`src/rtl/accel_hash_ctrl_if.sv`:
```
// rtl/accel_hash_ctrl_if.sv - block handshake bundle between message source and hash controller
interface accel_hash_ctrl_if;
  logic         blk_valid;
  logic         blk_ready;
  logic [511:0] blk_data;
  logic         blk_first;

  modport master (output blk_valid, output blk_data, output blk_first, input blk_ready);
  modport slave  (input blk_valid, input blk_data, input blk_first, output blk_ready);
endinterface

```
`src/rtl/accel_hash_ctrl.sv`:
```
// rtl/accel_hash_ctrl.sv - SHA-256 compression sequencer with 16-word message schedule window
module accel_hash_ctrl (
  input  logic                clk,
  input  logic                rst_n,
  accel_hash_ctrl_if.slave    blk,
  input  logic                abort,
  output logic                busy,
  output logic                done,
  output logic                digest_valid,
  output logic                rst_hash_n,
  output logic                update_A_H,
  output logic                is_hashing,
  output logic                update_H0_7,
  output logic [6:0]          i,
  output logic [31:0]         w
);

  typedef enum logic [2:0] {IDLE, INIT, LOAD, ROUND, UPDATE, DONE} state_t;

  state_t      state, state_next;
  logic [6:0]  cnt;
  logic [31:0] win [16];
  logic [31:0] next_w;
  logic        accept;

  function automatic logic [31:0] sig0(input logic [31:0] x);
    return {x[6:0], x[31:7]} ^ {x[17:0], x[31:18]} ^ (x >> 3);
  endfunction

  function automatic logic [31:0] sig1(input logic [31:0] x);
    return {x[16:0], x[31:17]} ^ {x[18:0], x[31:19]} ^ (x >> 10);
  endfunction

  // abort wins over a simultaneous offer, so the block is simply never taken
  assign accept = (state == IDLE) && blk.blk_valid && !abort;
  assign next_w = sig1(win[14]) + win[9] + sig0(win[1]) + win[0];

  always_ff @(posedge clk) begin
    if (!rst_n) state <= IDLE;
    else        state <= state_next;
  end

  always_comb begin
    state_next = state;
    case (state)
      IDLE:    if (accept) state_next = blk.blk_first ? INIT : LOAD;
      INIT:    state_next = LOAD;
      LOAD:    state_next = ROUND;
      ROUND:   if (cnt == 7'd63) state_next = UPDATE;
      UPDATE:  state_next = DONE;
      DONE:    state_next = IDLE;
      default: state_next = IDLE;
    endcase
    if (abort && state != IDLE) state_next = IDLE;
  end

  always_ff @(posedge clk) begin
    if (!rst_n) begin
      cnt          <= 7'd0;
      digest_valid <= 1'b0;
      for (int j = 0; j < 16; j++) win[j] <= 32'd0;
    end else begin
      if (accept) begin
        for (int j = 0; j < 16; j++) win[j] <= blk.blk_data[511 - 32*j -: 32];
      end else if (state == ROUND) begin
        for (int j = 0; j < 15; j++) win[j] <= win[j+1];
        win[15] <= next_w;
      end

      // counter parks at 0 after round 63 rather than running into a 65th round
      if (state == LOAD)       cnt <= 7'd0;
      else if (state == ROUND) cnt <= (cnt == 7'd63) ? 7'd0 : cnt + 7'd1;

      if (accept || abort)          digest_valid <= 1'b0;
      else if (state_next == DONE)  digest_valid <= 1'b1;
    end
  end

  assign blk.blk_ready = (state == IDLE);
  assign busy          = (state != IDLE);
  assign done          = (state == DONE);
  assign rst_hash_n    = (state != INIT);
  assign update_A_H    = (state == LOAD);
  assign is_hashing    = (state == ROUND);
  assign update_H0_7   = (state == UPDATE);
  assign i             = (state == ROUND) ? cnt : 7'd0;
  assign w             = (state == ROUND) ? win[0] : 32'd0;

endmodule

```
`src/flat_wrapper.sv`:
```
// flat-port wrapper written by rule: the top's interface ports become plain ports
module accel_hash_ctrl_flat 
  (clk, rst_n, abort, busy, done, digest_valid, rst_hash_n, update_A_H, is_hashing, update_H0_7, i, w, blk_blk_valid, blk_blk_data, blk_blk_first, blk_blk_ready);
  accel_hash_ctrl_if blk_i ();
  input  logic clk;
  input  logic rst_n;
  input  logic abort;
  output logic busy;
  output logic done;
  output logic digest_valid;
  output logic rst_hash_n;
  output logic update_A_H;
  output logic is_hashing;
  output logic update_H0_7;
  output logic [6:0] i;
  output logic [31:0] w;
  input wire logic [$bits(blk_i.blk_valid)-1:0] blk_blk_valid;
  input wire logic [$bits(blk_i.blk_data)-1:0] blk_blk_data;
  input wire logic [$bits(blk_i.blk_first)-1:0] blk_blk_first;
  output wire logic [$bits(blk_i.blk_ready)-1:0] blk_blk_ready;
  assign blk_i.blk_valid = blk_blk_valid;
  assign blk_i.blk_data = blk_blk_data;
  assign blk_i.blk_first = blk_blk_first;
  assign blk_blk_ready = blk_i.blk_ready;
  accel_hash_ctrl u_core (.clk(clk), .rst_n(rst_n), .blk(blk_i), .abort(abort), .busy(busy), .done(done), .digest_valid(digest_valid), .rst_hash_n(rst_hash_n), .update_A_H(update_A_H), .is_hashing(is_hashing), .update_H0_7(update_H0_7), .i(i), .w(w));
endmodule
```
`config.mk`:
```
export PLATFORM = sky130hd
export DESIGN_NAME = accel_hash_ctrl_flat
export DESIGN_NICKNAME = d
export VERILOG_FILES = /design/src/rtl/accel_hash_ctrl_if.sv /design/src/rtl/accel_hash_ctrl.sv /design/src/flat_wrapper.sv
export SDC_FILE = /design/constraint.sdc
export NUM_CORES = 1
export LEC_CHECK = 0
export CAP_MARGIN = 25
export CORE_UTILIZATION = 47
export CTS_CLUSTER_DIAMETER = 30
export DETAILED_ROUTE_END_ITERATION = 12
export PLACE_DENSITY_LB_ADDON = 0.05
export SLEW_MARGIN = 20
export SYNTH_ARGS = -nofsm -noshare
export SYNTH_HDL_FRONTEND = slang
export SYNTH_SLANG_ARGS = --single-unit
```
`constraint.sdc`:
```
create_clock -name clk -period 22.4 [get_ports clk]
set_clock_uncertainty 0.2 [all_clocks]
set_input_delay 3.36 -clock clk [delete_from_list [all_inputs] [get_ports clk]]
set_output_delay 3.36 -clock clk [all_outputs]
set_load 0.02 [all_outputs]
```
# Word-level counts from Yosys, hierarchy flattened
# Memories as Yosys holds them, arrays and structs flattened.
# Index checks and enable logic that the tools add are counted.
# totals
mem_bits_rw	512
n_memories	1
elab_cells	110
register_bits	11
output_inout_bits	47
inputBits	517
# memory_table
name	depth	word_bits	read_ports	rd_ports_with_merged_regs	wr	line_no	source
u_core.win	16	32	16	0	16	accel_hash_ctrl.sv:22	logic [31:0] win [16];
# classes
addsub	4
eq_ne	8
mux	48
n_reduce_logical	9
bitwise_logic	37
# ops
op	count
$mux W32	33
$add A32 B32 Y32	3
$xor A32 B32 Y32	2
$or A1 B1 Y1	32
$xor A32 B22 Y32	1
$xor A32 B29 Y32	1
$pmux W3 S5	1
$mux W7	2
$eq A3 B3 Y1 const B	3
$mux W3	3
$mux W1	8
$add A7 B1 Y7 const B	1
$eq A7 B6 Y1 const B	1
$eq A3 B2 Y1 const B	2
$reduce_or A2 Y1	2
$eq A3 B1 Y1 const B	1
$logic_and A1 B1 Y1	3
$logic_not A3 Y1	1
$ne A3 B1 Y1 const B	1
$reduce_bool A3 Y1	1
$mux W2	1
$logic_not A1 Y1	1
$logic_or A1 B1 Y1	1
$not A1 Y1	1

# Logic depth before layout (Yosys ltp)
# logic_depth
ltp_word	8
depth_mapped	16
depth_no_buf	16

# Worst setup path after synthesis
# Ideal clock, no wire load.
# synth_timing
path_kind	input port to flip-flop
start	input port abort
end	memory u_core.win[0][0], enable pin
path_buffers	0
cell_stages	2
arrival_time_ns	21.363
path_slack_ns	-0.390
required_time_ns	20.973
setup_time_ns	1.227
path_cell_list	nand2b_1 o21ai_0
# synth_rtl
item	line_no	source
from (decl)	flat_wrapper.sv:7	input logic abort;
to (decl)	accel_hash_ctrl.sv:22	

==> results.md <==
* Status: completed
* CP Capture Type: flop
* CTS resizes at 0
* Clock-pin slew of the registers on the worst-case setup and hold paths at 50 ps
* Leftover overflow at the end of global routing at 0
* Clock sink total at 523
* Remaining number of nets flagged by the antenna check after routing at 0
* Cells after synthesis at 2222
* Total placed instance area at 33000 um2
* Count of state elements after synthesis at 523
* Post-synthesis cell type count at 72
* Max-cap check violation count at 0
* Fraction of layout instances using a drive strength above 1 at 0.0817
* Tcrit/Tclk final at 0.303
* Clock latency on the worst-skew pair at 680 ps
* Post-CTS Setup Bufs at 0
* Routed vias at 20400
* Die X-Extent at 241 um
* Sequential-to-total area share from yosys stat at 0.579
* Worst hold-check path type: reg2reg
* Main flop type after synthesis: sky130_fd_sc_hd__edfxtp_1
* Ordered list of cells on the worst path: clkdlybuf4s50_1 -> nand2b_1 -> o21ai_4 -> buf_4 -> buf_4 -> buf_4 -> buf_12
* Ys Warns at 0
* Ranking of synthesized cells by area: sky130_fd_sc_hd__edfxtp_1 57%, sky130_fd_sc_hd__a22o_1 10%, sky130_fd_sc_hd__nand2_1 5.4%
* Setup-violating endpoint count in the final report at 0
* Least-Margin Pin Slew at 1210 ps
* Highest clock rate at 147 MHz
* Number of ports placed on the die boundary at 564
* Mean routed wirelength per cell at 26.5 um
* Area share of the leading cell type in the synthesized netlist at 0.571
* Net count of the finished layout at 3380
* Crit path setup slack, layout at 15620 ps
* Count of hold-fix buffers inserted at cts at 0
* Number of nets produced by synthesis at 2833
* Maximum number of pins on one net before global-route repair at 227
* Weighted congestion at the end of routability-driven global placement at 0.983
* Endpoint arrival time on the critical path at 6930 ps
* Highest-delay cell along the critical path: sky130_fd_sc_hd__buf_4
* Maximum fanout count along the critical path at 71
* Final wirelength at 96.2 mm
* Die span in y at 241 um
* Reg2reg start: u_core.win[14][6]$_DFFE_PP_
* TritonCTS clock tree: built
* Port Buffers at 563
* Number of buffers inserted during clock tree synthesis at 113
* Peak supply drop at 0.0000773 V
* Iteration count of the initial detailed-routing pass at 6
* Power density over the cells at 106 nW/um2
* CP peak stage delay at 810 ps
* Avg Synthesized Cell Area at 12.1 um2
* Largest area contributor in the synthesized netlist: sky130_fd_sc_hd__edfxtp_1
* End point of the critical path: u_core.win[3][11]$_SDFFCE_PN0P_
* Placed wire-length estimate at 70.5 mm
* Growth of design area from synthesis to finish at 37.8%
* Effective utilization at floorplan at 0.477
* Fin area at 37100 um2
* Leakage component of the power at 14.4 nW
* Clock Tree Buf Depth at 3
* Antenna violations before repair at 16
* Most frequent cell on the critical path: sky130_fd_sc_hd__buf_4
* Crit path launch: abort
* Setup repair after global routing missed its margin: false
* Final setup TNS at 0 ps
* Std cell rows at 87
* Hold slack final at 253 ps
* Critical path startpoint category: primary input
* Most common cell after layout, fill and taps aside: sky130_fd_sc_hd__clkdlybuf4s50_1
* Routed via count divided by cell count at 5.63
* EDFF count, synth at 512
* Number of endpoints with negative hold slack in the final report at 0
* Top library cells by usage in the layout, fill and taps aside: 562 x sky130_fd_sc_hd__clkdlybuf4s50_1, 512 x sky130_fd_sc_hd__edfxtp_1, 386 x sky130_fd_sc_hd__nand2_1, 319 x sky130_fd_sc_hd__a22o_1, 164 x sky130_fd_sc_hd__a21boi_0
* Number of DRC markers after the initial detailed-route iteration at 2116
* Fin. max-slew vios at 0
* FF-to-FF setup slack at 17270 ps
* Depth of the worst register-to-register path at 14
* Relative slew slack at 0.195
* Critical R2R Capture: u_core.win[15][31]$_DFFE_PP_
* Endpoint required time on the critical path at 22550 ps
* Full die area at 58200 um2
* Count of unresolved DRC violations after routing at 0
* First-pass GRT wire length at 132 mm
* Via count of the first global-routing pass at 20100
* Total Routing Usage GR at 0.321
* CTS root buf: sky130_fd_sc_hd__clkbuf_16
* Min Clock Period, post-route at 6780 ps
* Max H-tree Level at 3
* Worst setup slack after placement at 14870 ps
* Netlist area before placement at 26900 um2
* Proportion of register bits with asynchronous set or reset after synthesis at 0
* Std-Cell Core Area at 56500 um2
* Crit path kind: in2reg
metrics by stage:
step	util	cells	power (mW)
floorplan	-	2222	1.85
global placement	0.584	3406	2.19
detailed placement	0.585	3407	2.20
CTS	0.655	3617	3.91
global route	0.656	3628	4.07
finish	0.656	3628	3.92
worst min-delay path by stage:
stage | startpoint | end | slack (ps) | depth (start not counted)
after detailed placement | u_core.cnt[6]$_SDFFE_PP0P_ | u_core.cnt[6]$_SDFFE_PP0P_ | 250 | 1
after global routing | u_core.cnt[6]$_SDFFE_PP0P_ | u_core.cnt[6]$_SDFFE_PP0P_ | 270 | 1
after floorplan | u_core.cnt[6]$_SDFFE_PP0P_ | u_core.cnt[6]$_SDFFE_PP0P_ | 240 | 1
after global placement | u_core.cnt[6]$_SDFFE_PP0P_ | u_core.cnt[6]$_SDFFE_PP0P_ | 250 | 1
final | u_core.cnt[6]$_SDFFE_PP0P_ | u_core.cnt[6]$_SDFFE_PP0P_ | 250 | 1
after CTS | u_core.cnt[6]$_SDFFE_PP0P_ | u_core.cnt[6]$_SDFFE_PP0P_ | 260 | 1
Yosys cell counts, drive strengths merged, types with 7 or more instances:
| library cell | number |
|---|---|
| nand2 | 386 |
| ha | 32 |
| edfxtp | 512 |
| a22o | 319 |
| xor2 | 26 |
| o21ai | 47 |
| nor2 | 55 |
| dfxtp | 11 |
| a21oi | 40 |
| clkbuf | 89 |
| fa | 62 |
| o211ai | 8 |
| nand3 | 22 |
| nand4 | 9 |
| inv | 153 |
| a21boi | 164 |
| and2 | 26 |
| a31oi | 7 |
| xnor2 | 113 |
| buf | 62 |
kinds of logic (layout without fill, tap and decap cells):
group / Yosys count / count (layout) / synth area share
compound gates: 626 / 626 / 0.183
xor+xnor: 139 / 139 / 0.0452
mux: 3 / 3 / 0.00112
buf+inv: 304 / 946 / 0.0473
other cells: 0 / 8 / 0
flops: 523 / 523 / 0.579
simple gates: 533 / 533 / 0.0830
fa+ha+maj: 94 / 94 / 0.0610
sequential cells by signal, indices dropped and copies added, names as in the netlist:
signal / cells
u_core.cnt: 7
u_core.digest_valid: 1
u_core.state: 3
u_core.win: 512
where the power goes:
group	internal, mW	switching [mW]
registers	1.16	0.0609
clock network	1.14	0.568
logic	0.390	0.595
metal layers:
| metal | global-route usage | vias to the layer above | routed length, um |
|---|---|---|---|
| met5 | 0 | - | 96 |
| met4 | 0.110 | 14 | 2850 |
| met3 | 0.0695 | 145 | 8360 |
| met2 | 0.518 | 982 | 46200 |
| met1 | 0.430 | 10100 | 38700 |
| li1 | - | 9213 | - |
area by class of cell:
type | instances | area [um2]
well taps | 756 | 946
flip-flops and latches | 523 | 15600
clock buffers | 121 | 2880
inverters | 153 | 582
clock inverters | 89 | 1070
repair buffers | 583 | 5890
fillers | 4271 | 19400
multi-input cells | 1395 | 10100
diodes | 8 | 20.0
worst max-delay path: cells and delay by family:
| kind | cells | cell delay [ps] |
|---|---|---|
| buf+inv | 5 | 2920 |
| compound gates | 1 | 180 |
| simple gates | 1 | 290 |
(Power assumes the default switching activity.)
